<file path="src/rtl/tdm_demux8_pkg.sv">
`default_nettype none
// ============================================================================
//  Module   : tdm_pkg
//  Purpose  : Shared types, constants and helpers for the 8-lane TDM link
//             (receive demux and the matching transmit mux).
//  Revision : 1.0  initial release
// ============================================================================
package tdm_pkg;

    // Default number of lanes / time slots per frame
    localparam int TDM_LANES = 8;

    // Frame-alignment state of the receiver
    typedef enum logic [0:0] {
        IDLE = 1'b0,
        RUN  = 1'b1
    } state_t;

    // Even parity bit over a data word (zero-extended, so it holds for up
    // to 64 lanes): the returned bit makes the total count of ones even.
    function automatic logic even_parity(input logic [63:0] vec);
        return ^vec;
    endfunction

endpackage
`default_nettype wire

</file>
<file path="src/rtl/tdm_demux8_if.sv">
`default_nettype none
// ============================================================================
//  Module   : tdm_demux8_if
//  Purpose  : Serial-side inputs and parallel-side outputs of the TDM
//             receiver. master = stimulus / link side, slave = receiver.
//  Revision : 1.0  initial release
// ============================================================================
interface tdm_demux8_if #(
    parameter int LANES = 8
);
    localparam int SLOT_W = $clog2(LANES);

    logic              en;
    logic              din;
    logic              frame_sync;
    logic [LANES-1:0]  out;
    logic              frame_valid;
    logic [SLOT_W-1:0] slot;
    logic              locked;
    logic              resync_err;
    logic              parity_err;

    modport master (
        output en, din, frame_sync,
        input  out, frame_valid, slot, locked, resync_err, parity_err
    );

    modport slave (
        input  en, din, frame_sync,
        output out, frame_valid, slot, locked, resync_err, parity_err
    );
endinterface
`default_nettype wire

</file>
<file path="src/rtl/tdm_demux8_slot_ctr.sv">
`default_nettype none
// ============================================================================
//  Module   : tdm_slot_ctr
//  Purpose  : Wrapping slot counter shared by the TDM mux and demux.
//             clr forces slot 0, restart forces slot 1 (a slot-0 sample
//             was just taken), en advances and wraps after 'wrap'.
//  Revision : 1.0  initial release
// ============================================================================
module tdm_slot_ctr #(
    parameter int W = 3
) (
    input  logic         clk,
    input  logic         rst_n,
    input  logic         en,
    input  logic         clr,
    input  logic         restart,
    input  logic [W-1:0] wrap,
    output logic [W-1:0] count
);

    // Slot register: clear has priority over restart, restart over advance
    always_ff @(posedge clk) begin
        if (!rst_n || clr) begin
            count <= '0;
        end else if (restart) begin
            count <= W'(1);
        end else if (en) begin
            count <= (count == wrap) ? '0 : count + W'(1);
        end
    end

endmodule
`default_nettype wire

</file>
<file path="src/rtl/tdm_demux8.sv">
`default_nettype none
// ============================================================================
//  Module   : tdm_demux8
//  Purpose  : Receive end of the LANES-slot TDM link. Steers each enabled
//             serial sample into a shadow word, publishes the completed
//             frame on 'out' with a one-cycle frame_valid, tracks frame
//             alignment and flags sync violations.
//  Options  : TDM_DEMUX_PARITY_EN - adds an even-parity slot after the
//             data slots and drives parity_err on a mismatch.
//  Revision : 1.0  initial release
// ============================================================================
module tdm_demux8
    import tdm_pkg::*;
#(
    parameter int LANES = TDM_LANES
) (
    input  logic         clk,
    input  logic         rst_n,
    tdm_demux8_if.slave  bus
);

    localparam int SLOT_W = $clog2(LANES);

`ifdef TDM_DEMUX_PARITY_EN
    // One extra slot carries parity, so the counter needs an extra bit
    localparam int                CNT_W = SLOT_W + 1;
    localparam logic [CNT_W-1:0]  WRAP  = CNT_W'(LANES);
`else
    localparam int                CNT_W = SLOT_W;
    localparam logic [CNT_W-1:0]  WRAP  = CNT_W'(LANES - 1);
`endif

    state_t            state, state_nxt;
    logic [LANES-1:0]  shadow, shadow_nxt;
    logic [LANES-1:0]  out_r, out_nxt;
    logic              fv_r, fv_nxt;
    logic              rerr_r, rerr_nxt;
    logic [CNT_W-1:0]  cnt;
    logic              ctr_inc, ctr_clr, ctr_restart;
`ifdef TDM_DEMUX_PARITY_EN
    logic              perr_r, perr_nxt;
`endif

    tdm_slot_ctr #(
        .W (CNT_W)
    ) u_slot_ctr (
        .clk     (clk),
        .rst_n   (rst_n),
        .en      (ctr_inc),
        .clr     (ctr_clr),
        .restart (ctr_restart),
        .wrap    (WRAP),
        .count   (cnt)
    );

    // Next-state, shadow steering and output pulses; nothing moves while en=0
    always_comb begin
        state_nxt   = state;
        shadow_nxt  = shadow;
        out_nxt     = out_r;
        fv_nxt      = 1'b0;
        rerr_nxt    = 1'b0;
        ctr_inc     = 1'b0;
        ctr_clr     = 1'b0;
        ctr_restart = 1'b0;
`ifdef TDM_DEMUX_PARITY_EN
        perr_nxt    = 1'b0;
`endif
        if (bus.en) begin
            case (state)
                IDLE: begin
                    // Hunt for a slot-0 sample; everything else is dropped
                    if (bus.frame_sync) begin
                        shadow_nxt = LANES'(bus.din);
                        ctr_inc    = 1'b1;
                        state_nxt  = RUN;
                    end
                end
                RUN: begin
                    if (bus.frame_sync) begin
                        // New frame starts: stale partial bits are discarded
                        shadow_nxt = LANES'(bus.din);
                        if (cnt != '0) begin
                            rerr_nxt    = 1'b1;
                            ctr_restart = 1'b1;
                        end else begin
                            ctr_inc = 1'b1;
                        end
                    end else if (cnt == '0) begin
                        // Slot 0 arrived without sync: alignment lost
                        rerr_nxt  = 1'b1;
                        ctr_clr   = 1'b1;
                        state_nxt = IDLE;
                    end else begin
                        ctr_inc = 1'b1;
`ifdef TDM_DEMUX_PARITY_EN
                        if (cnt == WRAP) begin
                            out_nxt  = shadow;
                            fv_nxt   = 1'b1;
                            perr_nxt = (even_parity(64'(shadow)) != bus.din);
                        end else begin
                            shadow_nxt[cnt[SLOT_W-1:0]] = bus.din;
                        end
`else
                        shadow_nxt[cnt] = bus.din;
                        // Last data slot: publish the frame including this bit
                        if (cnt == WRAP) begin
                            out_nxt = shadow_nxt;
                            fv_nxt  = 1'b1;
                        end
`endif
                    end
                end
                default: state_nxt = IDLE;
            endcase
        end
    end

    // State, shadow and registered outputs
    always_ff @(posedge clk) begin
        if (!rst_n) begin
            state  <= IDLE;
            shadow <= '0;
            out_r  <= '0;
            fv_r   <= 1'b0;
            rerr_r <= 1'b0;
        end else begin
            state  <= state_nxt;
            shadow <= shadow_nxt;
            out_r  <= out_nxt;
            fv_r   <= fv_nxt;
            rerr_r <= rerr_nxt;
        end
    end

`ifdef TDM_DEMUX_PARITY_EN
    // Parity error pulse register
    always_ff @(posedge clk) begin
        if (!rst_n) begin
            perr_r <= 1'b0;
        end else begin
            perr_r <= perr_nxt;
        end
    end
    assign bus.parity_err = perr_r;
`else
    assign bus.parity_err = 1'b0;
`endif

    // The parity slot (counter value LANES) shows as slot 0
    assign bus.slot        = cnt[SLOT_W-1:0];
    assign bus.out         = out_r;
    assign bus.frame_valid = fv_r;
    assign bus.resync_err  = rerr_r;
    assign bus.locked      = (state == RUN);

endmodule
`default_nettype wire

</file>
<file path="src/flat_wrapper.sv">
// flat-port wrapper written by rule: the top's interface ports become plain ports
module tdm_demux8_flat import tdm_pkg::*;
#(
    parameter int LANES = TDM_LANES
)
  (clk, rst_n, bus_en, bus_din, bus_frame_sync, bus_out, bus_frame_valid, bus_slot, bus_locked, bus_resync_err, bus_parity_err);
  tdm_demux8_if #(.LANES(LANES)) bus_i ();
  input  logic clk;
  input  logic rst_n;
  input wire logic [$bits(bus_i.en)-1:0] bus_en;
  input wire logic [$bits(bus_i.din)-1:0] bus_din;
  input wire logic [$bits(bus_i.frame_sync)-1:0] bus_frame_sync;
  output wire logic [$bits(bus_i.out)-1:0] bus_out;
  output wire logic [$bits(bus_i.frame_valid)-1:0] bus_frame_valid;
  output wire logic [$bits(bus_i.slot)-1:0] bus_slot;
  output wire logic [$bits(bus_i.locked)-1:0] bus_locked;
  output wire logic [$bits(bus_i.resync_err)-1:0] bus_resync_err;
  output wire logic [$bits(bus_i.parity_err)-1:0] bus_parity_err;
  assign bus_i.en = bus_en;
  assign bus_i.din = bus_din;
  assign bus_i.frame_sync = bus_frame_sync;
  assign bus_out = bus_i.out;
  assign bus_frame_valid = bus_i.frame_valid;
  assign bus_slot = bus_i.slot;
  assign bus_locked = bus_i.locked;
  assign bus_resync_err = bus_i.resync_err;
  assign bus_parity_err = bus_i.parity_err;
  tdm_demux8 #(.LANES(LANES)) u_core (.clk(clk), .rst_n(rst_n), .bus(bus_i));
endmodule
</file>
<file path="config.mk">
export PLATFORM = sky130hd
export DESIGN_NAME = tdm_demux8_flat
export DESIGN_NICKNAME = d
export VERILOG_FILES = /design/src/rtl/tdm_demux8_pkg.sv /design/src/rtl/tdm_demux8_if.sv /design/src/rtl/tdm_demux8_slot_ctr.sv /design/src/rtl/tdm_demux8.sv /design/src/flat_wrapper.sv
export SDC_FILE = /design/constraint.sdc
export NUM_CORES = 1
export LEC_CHECK = 0
export CAP_MARGIN = 15
export CORE_AREA = 2 2 55 52
export CTS_CLUSTER_DIAMETER = 100
export DETAILED_ROUTE_END_ITERATION = 16
export DIE_AREA = 0 0 57 54
export GPL_TIMING_DRIVEN = 0
export PLACE_DENSITY = 0.7
export SKIP_CTS_REPAIR_TIMING = 1
export SLEW_MARGIN = 0
export SYNTH_ARGS = -nofsm -noshare
export SYNTH_HDL_FRONTEND = slang
export SYNTH_SLANG_ARGS = --single-unit
</file>
<file path="constraint.sdc">
create_clock -name clk -period 2.65 [get_ports clk]
set_input_delay 0.53 -clock clk [delete_from_list [all_inputs] [get_ports clk]]
set_output_delay 0.53 -clock clk [all_outputs]
set_load 0.02 [all_outputs]
</file>
; Word level (Yosys, flattened, before mapping)
; Cells that the tools add are included.
[word_totals]
reg_bits = 22
output_inout_bits = 15
in_bits = 5
[classes]
bitwise = 5
order_cmp = 2
addsub = 1
mux = 28
reduce_logical = 11
eq_ne = 3
[op_table]
columns = operator, count
row1 = 8-bit two-way mux, 3
row2 = 1-bit two-way mux, 19
row3 = 8-bit case mux with 2 select lines, 1
row4 = 8-bit bitwise mux, 1
row5 = 3-bit AND reduction, 2
row6 = 1-bit NOT, 5
row7 = 5-bit AND reduction, 1
row8 = 5-bit OR reduction, 1
row9 = 3-bit by 4-bit < comparator with 1-bit output (second input constant), 1
row10 = 1-bit case mux with 2 select lines, 2
row11 = 3-bit by 1-bit adder with 3-bit output (second input constant), 1
row12 = 1-bit demux with 3-bit select, 1
row13 = 3-bit == test (second input constant), 1
row14 = 3-bit by 1-bit >= comparator with 1-bit output (second input constant), 1
row15 = 3-bit logical NOT, 1
row16 = 3-bit two-way mux, 1
row17 = 3-bit inequality test (second input constant), 1
row18 = 3-bit nonzero test, 1
row19 = 2-bit inequality test (second input constant), 1
row20 = 2-bit nonzero test, 1
row21 = 2-bit OR reduction, 1
row22 = 1-bit logical AND, 1
row23 = 1-bit logical NOT, 1
row24 = 1-bit logical OR, 1

; Depth between registers and ports, before layout
[depth]
word_depth = 8
depth_mapped = 10

; Hierarchy
; Synthesis repeated with hierarchy kept, for this count alone.
[hier_totals]
hier_cells = 126
area_unflattened_um2 = 1109.8
[by_module_without_submodules]
columns = module, area_each_um2, cells_per_inst, n_inst
row1 = tdm_demux8, 915.9, 103, 1
row2 = tdm_slot_ctr, 193.9, 23, 1

; Worst setup path after synthesis
; No wires, ideal clock.
[synth_path]
path_kind = register to register
from = register u_core.u_slot_ctr.count[0]
to = register u_core.u_slot_ctr.count[1]
synth_period_minus_slack_ps = 2062
t_required_ps = 2580
n_path_buf = 1
arrival_ps = 1992
path_stages_with_launch = 9
path_slack_ps = 588
path_cell_list = dfxtp_1 > buf_2 > inv_1 > ha_1 > nand2b_1 > ha_1 > and2_4 > or4b_1 > a21oi_1
[synth_between]
elab_chain_len = 7
elab_cells_between_ends = 20
classes_between = add/sub (1) / eq/ne (1) / mux (14) / reduce/logical (4)
[synth_rtl]
columns = item, line_no
row1 = from (decl), tdm_demux8_slot_ctr.sv:18  ; output logic [W-1:0] count
row2 = from (signal assigned), tdm_demux8_slot_ctr.sv:28  ; count <= (count == wrap) ? '0 : count + W'(1);
row3 = 3-bit logical NOT, tdm_demux8.sv:89  ; end else if (cnt == '0) begin
row4 = 1-bit two-way mux, tdm_demux8.sv:89
row5 = 1-bit two-way mux, tdm_demux8.sv:80  ; if (bus.frame_sync) begin
row6 = 1-bit two-way mux, tdm_demux8.sv:70  ; case (state)
row7 = 1-bit two-way mux, tdm_demux8.sv:69  ; if (bus.en) begin
row8 = 1-bit logical OR, tdm_demux8_slot_ctr.sv:23  ; if (!rst_n || clr) begin
row9 = 2-bit OR reduction (no line), n/a
; Several ways; a longest one is shown, not always the timed one.
; A chain may end at the register's enable or synchronous reset.

; Worst setup path in the final report
[layout_path]
from = register u_core.u_slot_ctr.count[0]
to = register u_core.shadow[3]
[layout_between]
elab_chain_len = 8
elab_cells_between_ends = 12
classes_between = order compare (2) / eq/ne (1) / mux (6) / reduce/logical (3)
[layout_rtl]
columns = item, line_no
row1 = 3-bit by 4-bit < comparator with 1-bit output (implied by the code) / 3-bit by 1-bit >= comparator with 1-bit output (equally long branches), tdm_demux8.sv:105  ; shadow_nxt[cnt] = bus.din;
row2 = 1-bit logical AND (implied by the code), tdm_demux8.sv:105
row3 = 1-bit two-way mux (implied by the code), tdm_demux8.sv:105
row4 = 1-bit demux with 3-bit select, n/a
row5 = 8-bit bitwise mux, tdm_demux8.sv:105
row6 = 8-bit two-way mux, tdm_demux8.sv:89
row7 = 8-bit two-way mux, tdm_demux8.sv:80
row8 = 8-bit case mux with 2 select lines, tdm_demux8.sv:70
row9 = to (signal assigned), tdm_demux8.sv:129  ; shadow <= shadow_nxt;
row10 = to (decl), tdm_demux8.sv:34  ; logic [LANES-1:0] shadow, shadow_nxt;
; Several ways; a longest one is shown, not always the timed one. The select of a mux whose other input is x is not followed.

==> reports/qor.yml <==
gr-total-overflow: 0
yosys_register_bits: 22
cp-end-kind: "flop"
critical_path.cell_chain: "buf_2 > inv_1 > ha_1 > nand2b_1 > inv_1 > ha_1 > or3_1 > clkbuf_1 > o2bb2ai_1"
slowest_delay_ns: 0.42
peakVddDrop_v: 0.000472
leakage_nw: 0.524
h-tree-depth: 1
worst_r2r_endpoint: "u_core.shadow[3]"
syn-num-nets: 126
setup_viol_count_final: 0
placed_cells: 162
clock_skew_ns: 0.00616
hold_slack_ns: 0.474
status: "finished clean"
post-route-period-util_pct: 80.6
slew_viol_final: 0
die_width_um: 57
fin_nets: 148
io_pins: 20
crit_end: "u_core.shadow[3]"
critPathKind: "reg -> reg"
syn_to_final_growth_pct: 24.1
n_antenna_cell: 0
place_hpwl_um: 1610
cp_max_fo: 10
post-place-ws_ns: 0.223
start_util_pct: 42.1
rsz0062_at_grt: "false"
first_global_vias: 876
drt_iter0_markers: 23
syn_inst: 115
num_vias: 902
drc: 0
hp-start: "u_core.shadow[0]"
clk_path_buf_depth: 2
period_needed_ns: 2.14
yosysTopAreaCellShare_pct: 40.8
drtAntennaViolNets: 0
vias_per_cell: 5.43
wire_per_inst_um: 13.4
postLayoutSetupSlackWorst_ns: 0.514
netlist-cell-type-count: 32
core_area_sq_um: 2570
crit_start: "u_core.u_slot_ctr.count[0]"
synth_area_per_cell_sq_um: 9.39
yosys_warnings: 0
r2r_slack_ns: 0.51
grt_pass1_wl_um: 3800
cap_violations: 0
layout.cells.non_filler: 166
first_pass_iters: 4
setup_tns_ns: 0
synth_top_cell_by_area: "dfxtp_1"
wl_um: 2230
cts_buffers: 3
ys_top_cells_by_area: "dfxtp_1, mux2i_1, ha_1"
port_buffers: 17
clkTransAtPathRegs_ns: 0.13
timing.rr.start: "u_core.u_slot_ctr.count[0]"
grt_util_all_layers_pct: 16.1
clk_latency_ns: 0.32
cts_root_buf: "clkbuf_4"
relSlewSlack_pct: 61.5
hold_path.class: "reg -> reg"
tightestPinTransition_ns: 0.576
synth_area_sq_um: 1080
design_area_sq_um: 1340
worst_setup_path_start_kind: "flop"
crit_arrival_ns: 2.39
die-area_sq_um: 3080
ys_seq_area_share_pct: 40.8
cts_sinks: 22
clock.fmax_mhz: 468
postPlaceCellArea_sq_um: 1290
crit_path_top_delay_cell: "dfxtp_1"
rr_worst_depth: 9
cp.required_ns: 2.90
grt_max_degree: 14
tritoncts: "yes"
die_h_um: 54
antenna_found_initial: 0
power_density_nw_per_um2: 515
layout-drive-gt1-share_pct: 11.8
hold_viol_final: 0
rows: 18
gp_congestion: 0.815
-- logic make-up after synthesis --
kind of cell,share of synthesized area [%]
simple gates,16.1
flops,40.8
mux,8.34
compound gates,20.7
fa+ha+maj,6.95
buf+inv,6.72
other cells,0.347
-- sequential cells by signal (all words and copies together) (netlist names) --
signal / count
u_core.bus.resync_err: 1
u_core.bus.locked: 1
u_core.bus.frame_valid: 1
u_core.shadow: 8
u_core.u_slot_ctr.count: 3
u_core.bus.out: 8
-- report_power, final --
part	internal [W]	total (W)	switching, W
clock network	0.000153	0.000263	0.000110
registers	0.000335	0.000340	0.00000445
logic	0.0000381	0.0000871	0.0000490
-- worst min-delay path by stage --
stage,end,slack [ns],cells after the start
floorplan,u_core.shadow[1],0.43,1
global placement,u_core.shadow[6],0.45,1
detailed placement,u_core.shadow[6],0.45,1
CTS,u_core.shadow[0],0.48,2
global route,u_core.shadow[6],0.50,1
finish,u_core.shadow[0],0.47,2
-- through the flow --
| step | utilization [%] | total power (W) |
|---|---|---|
| detailed placement | 50.1 | 0.000434 |
| floorplan | - | 0.000406 |
| CTS | 52.2 | 0.000695 |
| global placement | 50.1 | 0.000432 |
| finish | 52.2 | 0.000690 |
| global route | 52.2 | 0.000723 |
-- critical path: cells and delay by family, from the launching register on --
kind / cells / cell delay, ns
AO/OA/AOI/OAI: 1 / 0.18
adder cells (fa/ha/maj): 2 / 0.44
buffers and inverters: 4 / 0.53
flip-flops: 1 / 0.42
AND/OR/NAND/NOR: 2 / 0.51
-- Yosys cell counts --
library cell  number
or4b_1             1
dfxtp_1           22
ha_1               6
o2bb2ai_1          7
a31oi_1            1
or4_1              1
buf_6              1
a21oi_1           11
mux2i_1            9
o21ai_2            1
or3_4              1
and2_4             1
o211ai_1           1
buf_2              4
o21ai_0           11
a221oi_2           1
clkbuf_1           3
or3_1              1
and4_2             1
nor3_1             1
inv_1              4
nor2b_1            1
nor2_1             2
nand2b_1           1
nor3b_1            3
buf_4              2
nand3_1            4
o21a_1             1
nand3b_1           4
a21boi_1           1
nand2_1            6
conb_1             1
-- area by class of cell --
class                      instances  area (sq um)
clock buffer                       3          22.5
sequential                        22           440
multi-input combinational         79           567
timing repair buffer              17           170
fill                             255          1230
clock inverter                     1          30.0
buffer                            10          57.6
tap                               30          37.5
inverter                           4          15.0
-- cells in the final DEF, fill, tap and decap left out, drive strengths merged --
cell type / instances
or4: 1
nand2: 6
clkbuf: 6
a31oi: 1
or3: 2
nor2b: 1
bufinv: 1
nand3: 4
buf: 7
conb: 1
a21boi: 1
o2bb2ai: 7
ha: 6
clkdlybuf4s50: 17
mux2i: 9
and4: 1
nor3b: 3
o21ai: 12
nor2: 2
nand2b: 1
nor3: 1
o211ai: 1
a221oi: 1
and2: 1
or4b: 1
nand3b: 4
a21oi: 11
o21a: 1
dfxtp: 22
inv: 4
-- routing by layer --
metal | wire [um] | GRT usage [%] | part of all wire [%] | up-vias
met2 | 1050 | 28.4 | 47 | 27
met5 | 0 | 0 | 0 | -
met3 | 112 | 5.53 | 5.0 | 4
li1 | - | - | - | 451
met4 | 19 | 4.26 | 0.85 | 0
met1 | 1050 | 19.0 | 47 | 420
Power figures use the tool's default switching activity.
